--- src/rtl/sram_ctrl.sv ---
// -----------------------------------------------------------------------------
// sram_ctrl -- asynchronous SRAM controller with a four-phase access sequence
// (IDLE -> SETUP -> ACCESS x WAIT_CYC -> HOLD -> IDLE).
//
// A request is accepted on the rising edge on which the FSM leaves IDLE. That
// edge latches we, the address (into mem_addr) and wdata (into dW). All three
// stay frozen until the transaction finishes. Every SRAM-facing output is
// registered. Each one is loaded from the strobe pattern of the state being
// entered, so the strobes change cleanly on clock edges and RW never overlaps
// an active output enable.
//
// Parameters
//   ADDR_W   SRAM word-address width (default 18)
//   WAIT_CYC ACCESS-phase length in clk cycles, 1..15 (default 2)
//
// Ports
//   clk, rst_n          clock (rising edge), asynchronous active-low reset
//   req, we, addr, wdata transaction request (level), direction, address, data
//   rdata               registered read data, held until the next read completes
//   ack                 one-cycle completion pulse, high during HOLD
//   busy                high whenever the FSM is not in IDLE
//   mem_addr, dW, RW    SRAM address, write data and bus-separator drive enable
//   dR                  data returned from the bus separator
//   mem_ce_n/oe_n/we_n  active-low SRAM strobes
//
// Optional feature (macro SRAM_CTRL_AUTOINC_EN):
//   ptr_mode (in)       1 = take the address from the internal pointer
//   ptr (out)           pointer, loaded with used address + 1 on completion
// -----------------------------------------------------------------------------
module sram_ctrl #(
    parameter int ADDR_W   = 18,
    parameter int WAIT_CYC = 2
) (
    input  logic              clk,
    input  logic              rst_n,
    input  logic              req,
    input  logic              we,
    input  logic [ADDR_W-1:0] addr,
    input  logic [15:0]       wdata,
`ifdef SRAM_CTRL_AUTOINC_EN
    input  logic              ptr_mode,
    output logic [ADDR_W-1:0] ptr,
`endif
    output logic [15:0]       rdata,
    output logic              ack,
    output logic              busy,
    output logic [ADDR_W-1:0] mem_addr,
    output logic [15:0]       dW,
    output logic              RW,
    input  logic [15:0]       dR,
    output logic              mem_ce_n,
    output logic              mem_oe_n,
    output logic              mem_we_n
);

    typedef enum logic [1:0] {
        IDLE   = 2'd0,
        SETUP  = 2'd1,
        ACCESS = 2'd2,
        HOLD   = 2'd3
    } state_t;

    localparam logic [3:0] CNT_LAST = 4'(WAIT_CYC - 1);

    state_t            state, next_state;
    logic [3:0]        cnt;
    logic              we_q;
    logic              cur_we;
    logic              last_access;
    logic [ADDR_W-1:0] sel_addr;

    logic              ce_n_d, oe_n_d, we_n_d, rw_d, ack_d;

    // Address source for a new request.
`ifdef SRAM_CTRL_AUTOINC_EN
    assign sel_addr = ptr_mode ? ptr : addr;
`else
    assign sel_addr = addr;
`endif

    assign last_access = (cnt == CNT_LAST);
    assign busy        = (state != IDLE);

    // In IDLE the direction comes straight from the request, because the
    // strobes for SETUP are loaded on the same edge that accepts it.
    assign cur_we = (state == IDLE) ? we : we_q;

    // NOTE: every signal written here gets a default first, so no path through
    // the case statement can leave one unassigned and infer a latch.
    always_comb begin
        next_state = state;
        case (state)
            IDLE:    if (req)         next_state = SETUP;
            SETUP:                    next_state = ACCESS;
            ACCESS:  if (last_access) next_state = HOLD;
            HOLD:                     next_state = IDLE;
            default:                  next_state = IDLE;
        endcase

        // Strobe pattern of the state being entered.
        ce_n_d = (next_state == IDLE);
        rw_d   = (next_state != IDLE) && cur_we;
        we_n_d = !((next_state == ACCESS) && cur_we);
        oe_n_d = !(((next_state == SETUP) || (next_state == ACCESS)) && !cur_we);
        ack_d  = (next_state == HOLD);
    end

    // NOTE: sequential state uses non-blocking assignments so every register
    // samples the pre-edge values, independent of statement order.
    always_ff @(posedge clk or negedge rst_n) begin
        if (!rst_n) begin
            state    <= IDLE;
            cnt      <= '0;
            we_q     <= 1'b0;
            mem_addr <= '0;
            dW       <= '0;
            rdata    <= '0;
            ack      <= 1'b0;
            RW       <= 1'b0;
            mem_ce_n <= 1'b1;
            mem_oe_n <= 1'b1;
            mem_we_n <= 1'b1;
        end else begin
            state    <= next_state;
            ack      <= ack_d;
            RW       <= rw_d;
            mem_ce_n <= ce_n_d;
            mem_oe_n <= oe_n_d;
            mem_we_n <= we_n_d;

            // Latch the transaction on the acceptance edge only.
            if (state == IDLE && req) begin
                we_q     <= we;
                mem_addr <= sel_addr;
                dW       <= wdata;
            end

            // The counter clears on entering SETUP and advances through ACCESS.
            // It stops at WAIT_CYC-1 on the edge that moves the FSM to HOLD.
            if (next_state == SETUP) begin
                cnt <= '0;
            end else if (state == ACCESS && !last_access) begin
                cnt <= cnt + 4'd1;
            end

            // Read data is sampled at the end of the final ACCESS cycle,
            // while the output enable is still asserted.
            if (state == ACCESS && last_access && !we_q) begin
                rdata <= dR;
            end
        end
    end

`ifdef SRAM_CTRL_AUTOINC_EN
    // The pointer follows the address actually used. Natural overflow of the
    // ADDR_W-bit sum wraps the top address back to zero.
    always_ff @(posedge clk or negedge rst_n) begin
        if (!rst_n) begin
            ptr <= '0;
        end else if (state == HOLD) begin
            ptr <= mem_addr + {{(ADDR_W-1){1'b0}}, 1'b1};
        end
    end
`endif

endmodule

--- config.mk ---
export PLATFORM = sky130hd
export DESIGN_NAME = sram_ctrl
export DESIGN_NICKNAME = d
export VERILOG_FILES = /design/src/rtl/sram_ctrl.sv
export SDC_FILE = /design/constraint.sdc
export NUM_CORES = 1
export LEC_CHECK = 0
export ABC_AREA = 1
export BUFFER_PORTS_ARGS = -buffer_cell sky130_fd_sc_hd__buf_2
export CORE_MARGIN = 2
export CORE_UTILIZATION = 43
export DETAILED_ROUTE_END_ITERATION = 10
export HOLD_SLACK_MARGIN = 0.15
export MAX_ROUTING_LAYER = met4
export PLACE_DENSITY = 0.75
export RECOVER_POWER = 100
export SETUP_SLACK_MARGIN = 0.15
export SLEW_MARGIN = 25
export SYNTH_ARGS = -nofsm -noshare
export SYNTH_HDL_FRONTEND = slang
export SYNTH_SLANG_ARGS = --single-unit
--- constraint.sdc ---
create_clock -name clk -period 1.9 [get_ports clk]
set_clock_uncertainty 0.05 [all_clocks]
set_input_delay 0.38 -clock clk [delete_from_list [all_inputs] [get_ports clk]]
set_output_delay 0.38 -clock clk [all_outputs]
set_load 0.02 [all_outputs]
After elaboration in Yosys (flattened, before gate mapping)
Cells that the tools add are included.
W data, S select, Z words.

cells by class
  $add $sub $neg = 1
  eq/ne operators = 7
  multiplexer cells = 6
  reduce and logical (&&, ||, !) cells = 18

operators with widths
  kind                   number
  $eq A2 B2 Y1 const B   4
  $mux W4                2
  $pmux W2 S4            1
  $logic_and A1 B1 Y1    7
  $reduce_bool A2 Y1     3
  $logic_not A1 Y1       5
  $add A4 B1 Y4 const B  1
  $eq A2 B1 Y1 const B   2
  $eq A4 B1 Y1 const B   1
  $logic_not A2 Y1       2
  $mux W2                2
  $logic_or A1 B1 Y1     1
  $mux W1                1

word-level totals
  bits in registers = 62
  input port bits = 54
  output and inout port bits = 56
  logic and storage cells = 43

Logic depth before layout (Yosys ltp)
Gate-level depths: netlist (run 1).

  depth after elaboration = 7
  mapped depth = 11
  mapped depth without buffers = 11

Worst setup path before layout (run 1)
Ideal clock, no wire load.

  kind = flip-flop to flip-flop
  start = register state[0]
  end = register cnt[1]
  library setup time = 0.126 ns
  arrival time = 1.672 ns
  slack = 0.052 ns
  cell stages (with the launch flop) = 12
  period minus slack after synthesis = 1.848 ns
  cells stage by stage = dfrtp_1 inv_1 ha_1 nand2_4 buf_6 o21a_1 nand2_1 ha_1 inv_1 nand2_1 nand2_1 o21ai_0

between the ends
  longest elaborated chain between the ends = 4
  elaborated cells on any way between the ends = 11
  those cells by class = eq/ne: 4; mux: 4; reduce/logical: 3

RTL lines
  what                                                  RTL line  source
  from (decl)                                           65        state_t state, next_state;
  from (signal assigned)                                124       state <= next_state;
  $eq A2 B2 Y1, or another cell as far along            92        case (state)
  $pmux W2 S4 (*)                                       92
  named net next_state[0]                               65
  $eq A2 B1 Y1 (*)                                      140       if (next_state == SETUP) begin
  $mux W4 / $reduce_bool A2 Y1 (equally long branches)  --
  to (signal assigned)                                  143       cnt <= cnt + 4'd1;
  to (decl)                                             66        logic [3:0] cnt;

The timed path passes the listed nets; every way through them passes the cells marked *.
A chain may end at the register's enable or synchronous reset.

Worst setup path after layout (run 1)
Same ends and word-level chain as after synthesis.

==> results.cfg, run 1 <==
[worst_setup_path]
reg2reg_to = cnt[1]
ff2ff_path_depth = 10
worstSetupStartpointType = register
crit_arrival_ns = 1.91
required_ns = 2.05
r2r_start = state[0]
reg2reg_slack_ns = 0.14
worstPathMaxFanout = 5
critical_path_class = register to register
cp-end-kind = register

[finish]
drive_above_1_share_pct = 30.5
multi_input_area_um2 = 911
fillers = 558
fin_nets = 396
n_antenna_cell = 0
area_delta_synth_final_pct = 28.9
final-seq-area_um2 = 1560

[sta]
rsz0062_at_grt = false
slew_violations = 0
relSlewSlack_pct = 45.1
period_needed_ns = 1.76
final.setup.tns_ns = 0
hold_viol_final = 0
setup_viol = 0
tightest_slew_ns = 0.823
clock.fmax_ghz = 0.569
finalCritPeriodShare_pct = 92.5

[routing]
vias_per_cell = 4.96
drc = 0
antenna_left = 0
vias = 2049
drt_wl_total_um = 6160
wl_per_cell_um = 14.9
drtIter0Drc = 90
drt-pass1-iter-count = 4

[cts]
worstSkewPairLatency_ns = 0.33
numCtsBuffers = 9
clock-sinks = 62
clock-root-buffer = clkbuf_8
cts_tree = built
htreeDepth = 3
cts_max_path_buffers = 2
clkTransAtPathRegs_ns = 0.07

[worst_hold_path]
hp-start = wdata[7]
min_path_cells = 2
min_to = dW[7]
min_path_type = input port to register

[placed_design]
io_buffers = 109
place.gp.congestion = 0.746
place_hpwl_um = 4200

[yosys]
synthCells = 208
ys_seq_area_share_pct = 58.5
synth_area_per_cell_um2 = 12.8
yosys_warnings = 0
synth_nets = 271
synth_cell_types = 22
syn_area_um2 = 2660
ys_ff_latch = 62

[floorplanning]
initial_core_util_pct = 44.7
ios = 110
fp.dieW_um = 82.7
die_h_um = 82.7
die_area_um2 = 6830
core_area_um2 = 5960
num_rows = 28

[power_and_ir_drop]
total_power_mw = 6.77
p_leak_nw = 1.66
power-per-cell-area_nw_per_um2 = 1970
peakVddDrop_mv = 1.12

[global_routing]
antenna_found_initial = 0
grt_overflow_total = 0
grt_pass1_vias = 2023
grt_max_degree = 63
grt_util_all_layers_pct = 19.4
grt_first_pass_wirelength_um = 9490

[job]
cap_violations = 0

[run_status]
outcome = completed
-- worst max-delay path: stages, from the launching register on --
cell and delay, ns:
dfrtp_1 0.33, inv_1 0.08, ha_1 0.25, nor2_1 0.12, o21a_1 0.14, nand2_2 0.08
ha_1 0.21, inv_2 0.09, nand2_2 0.09, nand2_1 0.08, o21ai_0 0.10
-- sequential cells by signal, summed over array words and instances, names as in the netlist --
signal / flops
we_q: 1
ack: 1
cnt: 4
state: 2
mem_we_n: 1
mem_ce_n: 1
dW: 16
mem_oe_n: 1
RW: 1
rdata: 16
mem_addr: 18
-- cells in the mapped netlist (all sizes together) --
master,n,area share [%]
clkbuf,1,0.14
buf,7,2.4
inv,11,1.6
clkinv,1,0.14
dfrtp,59,56
o21ai,2,0.38
nand4,17,4.0
mux2,34,18
nand3,8,2.0
nor2,6,0.85
a21oi,1,0.19
nand2,47,6.9
xor2,1,0.33
ha,9,4.2
o21a,1,0.28
dfstp,3,3.0
-- cell usage in the layout (no fill, tap or decap), types with 2 or more instances in the layout --
| cell | synthesis | routed |
|---|---|---|
| ha_1 | 9 | 7 |
| nand2_2 | 0 | 3 |
| dfrtp_1 | 59 | 58 |
| nand4_1 | 17 | 17 |
| bufinv_16 | 0 | 2 |
| clkbuf_1 | 1 | 55 |
| o21ai_0 | 2 | 2 |
| clkbuf_8 | 0 | 11 |
| inv_1 | 10 | 8 |
| nand3_1 | 7 | 7 |
| mux2_1 | 0 | 26 |
| mux2_2 | 7 | 7 |
| buf_2 | 2 | 54 |
| dfstp_2 | 3 | 3 |
| buf_4 | 1 | 10 |
| nand2_1 | 46 | 44 |
| inv_2 | 1 | 3 |
| nor2_1 | 6 | 6 |
-- repair_timing --
action                                  in CTS  in global routing
cloned                                       0                  0
endpoints found under the hold margin       59                  0
hold buffers                                 1                  0
gates resized for setup                      2                  6
setup buffers                                0                  6
pin swaps                                    0                  1
endpoints found under the setup margin       1                  9
-- kinds of logic (layout without fill, tap and decap cells) --
logic type / Yosys count / after routing / share of synthesized area [%]
compound gates: 4 / 4 / 0.847
xor+xnor: 1 / 1 / 0.329
simple gates: 78 / 78 / 13.7
flops: 62 / 62 / 58.5
mux: 34 / 34 / 18.2
fa+ha+maj: 9 / 9 / 4.23
buf+inv: 20 / 150 / 4.19
-- layout make-up --
cell class / count / area share, %
inverter: 12 / 1.31
clock inverter: 5 / 2.37
clock buffer: 11 / 4.42
sequential: 62 / 45.4
multi-input combinational: 126 / 26.6
tap: 75 / 2.74
timing repair buffer: 122 / 17.2
-- stage by stage --
| step | area (um^2) | setup WS (ns) | std cells | utilization (%) | hold WS [ns] |
|---|---|---|---|---|---|
| after floorplan | 2670 | 0.165 | 208 | - | 0.0344 |
| after global placement | 3310 | 0.253 | 390 | 55.5 | 0.363 |
| after detailed placement | 3310 | 0.126 | 390 | 55.5 | 0.371 |
| after CTS | 3550 | 0.176 | 407 | 59.7 | 0.207 |
| after global routing | 3430 | 0.0422 | 413 | 57.6 | 0.198 |
| final | 3430 | 0.143 | 413 | 57.6 | 0.207 |
-- routing by layer --
layer	up-vias	global-route usage [%]	routed length, um
li1	954	-	-
met1	996	23.6	2600
met2	86	30.6	2960
met3	13	5.00	475
met4	0	8.85	122
met5	-	-	0
-- worst max-delay path by stage --
stage	start	slack [ns]	cells past startpoint	end
after CTS	cnt[0]	0.18	10	cnt[1]
final	state[0]	0.14	10	cnt[1]
after global routing	state[0]	0.04	10	cnt[1]
after global placement	cnt[0]	0.25	10	cnt[1]
after floorplan	state[0]	0.17	11	cnt[1]
after detailed placement	cnt[0]	0.13	10	cnt[1]
-- power breakdown --
part	internal [mW]	switching [mW]
combinational	1.08	2.02
sequential	2.00	0.342
clock	0.810	0.510
Power figures use the tool's default switching activity.
==> inputs of run 2 (changes only) <==
- CORE_ASPECT_RATIO: unset -> 0.9
==> run 2 against run 1 <==
  * Cell count shrank 1.2%
  * Global-route usage is 1.8 points lower
  * Sequential share of layout area increased by 0.32 points
  * Core utilization down 1.3 points
  * Largest cell class unchanged
  * Largest power group unchanged
==> results.cfg, run 2 (synthesis results as in run 1) <==
[run_status]
outcome = completed

[worst_setup_path]
crit_buf_inv = 3
cp-end-kind = output pin
worstSetupStartpointType = register
reg2reg_to = cnt[2]
reg2reg_slack_ns = 0.19
crit_start = state[0]
crit_end = busy
timing.critical_path.cells = inv_1 -> ha_4 -> inv_1 -> clkbuf_2
critical_path_class = register to output pin
slowest_delay_ns = 0.37
worstPathMaxFanout = 5
crit_arrival_ns = 1.29
required_ns = 1.47
crit_top_cell = inv_1
ff2ff_path_depth = 10
r2r_start = state[0]
slowest_stage = dfrtp_1
cp.depth = 4
crit_family = buffers and inverters

[global_routing]
grt_util_all_layers_pct = 17.6
grt_first_pass_wirelength_um = 8960
grt_max_degree = 36
antenna_found_initial = 0
grt_overflow_total = 0
grt_pass1_vias = 1873

[power_and_ir_drop]
power.switching_mw = 2.82
total_power_mw = 6.63
peakVddDrop_mv = 0.625
combPwrFrac_pct = 45.1
switching_share_pct = 42.5
clockPowerShare_pct = 19.9
p_leak_nw = 1.65
seq_power_share_pct = 35.0
intPower_mw = 3.81
power-per-cell-area_nw_per_um2 = 1950

[finish]
largest_register_ff_count = 18
drive_above_1_share_pct = 29.2
fillers = 555
final_cell_mix = dfrtp_1 (58), clkbuf_1 (57), buf_2 (52), nand2_1 (44), mux2_1 (26)
final_util_pct = 56.3
postLayoutCellArea_um2 = 3400
reg_top3 = mem_addr x18, dW x16, rdata x16
final_common_cell = dfrtp_1
multi_input_area_um2 = 918
n_antenna_cell = 0
top_register = mem_addr
area_delta_synth_final_pct = 28.0
fin_nets = 394
final-seq-area_um2 = 1560

[floorplanning]
fp.dieW_um = 86.9
initial_core_util_pct = 44.0
core_area_um2 = 6050
die_area_um2 = 6830
die_h_um = 78.6
ios = 110
num_rows = 27

[routing]
drtIter0Drc = 98
wl_per_cell_um = 13.9
antenna_left = 0
drt-pass1-iter-count = 4
vias_per_cell = 4.81
vias = 1964
drt_wl_total_um = 5670
drc = 0

[placed_design]
io_buffers = 109
dpl_cell_area_um2 = 3290
place_hpwl_um = 4070
place.gp.congestion = 0.790

[sta]
hold_viol_final = 0
slew_violations = 0
clock.fmax_ghz = 0.581
relSlewSlack_pct = 43.5
final.setup.tns_ns = 0
finalCritPeriodShare_pct = 90.6
rsz0062_at_grt = false
tightest_slew_ns = 0.847
period_needed_ns = 1.72
setup_viol = 0

[job]
cap_violations = 0

[cts]
clock-sinks = 62
cts_max_path_buffers = 2
htreeDepth = 3
numCtsBuffers = 9
cts_tree = built
worstSkewPairLatency_ns = 0.34
clock-root-buffer = clkbuf_8
clkTransAtPathRegs_ns = 0.07

[worst_hold_path]
min_path_cells = 2
min_path_type = input port to register
run 2: cell types whose count changed in the layout (fill, tap and decap cells not counted), sizes merged:
cell,previous run,this run
inv,11,13
buf,65,58
clkbuf,67,71
clkinv,3,1
clkinvlp,1,2
run 2: what timing repair did:
action / 4_1_cts / 5_1_grt
endpoints found under the setup margin: 2 / 5
hold buffers: 1 / 0
endpoints found under the hold margin: 59 / 0
pin swaps: 0 / 0
resized for setup: 1 / 6
setup buffers: 0 / 4
run 2: worst min-delay path by stage:
stage | startpoint | to | slack (ns)
after floorplan | rst_n | RW | 0.03
after global placement | rst_n | rdata[13] | 0.36
after detailed placement | rst_n | rdata[9] | 0.37
after CTS | wdata[8] | dW[8] | 0.21
after global routing | addr[8] | mem_addr[8] | 0.18
final | wdata[9] | dW[9] | 0.20
run 2: final cells by class:
| type | instances | share of cell area (%) |
|---|---|---|
| Inverter | 12 | 1.32 |
| Clock buffer | 10 | 4.04 |
| Multi-Input combinational cell | 126 | 27.0 |
| Tap cell | 72 | 2.65 |
| Clock inverter | 6 | 2.72 |
| Timing Repair Buffer | 120 | 16.6 |
| Sequential cell | 62 | 45.7 |
run 2: power groups by stage:
stage                     Clock [mW]  Combinational (mW)  Sequential, mW
after detailed placement           0                3.35            2.34
after global placement             0                3.29            2.31
after global routing            1.41                3.31            2.41
after floorplan                    0                1.59            3.08
final                           1.32                2.99            2.32
after CTS                       1.35                3.37            2.32
run 2: stage by stage:
stage	hold WS [ns]	cells	worst slack (ns)
final	0.200	408	0.178
after global routing	0.184	408	0.0812
after CTS	0.205	404	0.166
after detailed placement	0.365	387	0.138
after global placement	0.363	387	0.256
after floorplan	0.0344	208	0.165
run 2: layer usage:
metal / GRT usage, % / share of wire (%)
met5: - / 0
met4: 3.75 / 0.99
met2: 27.6 / 47
met3: 7.99 / 11
met1: 20.9 / 41
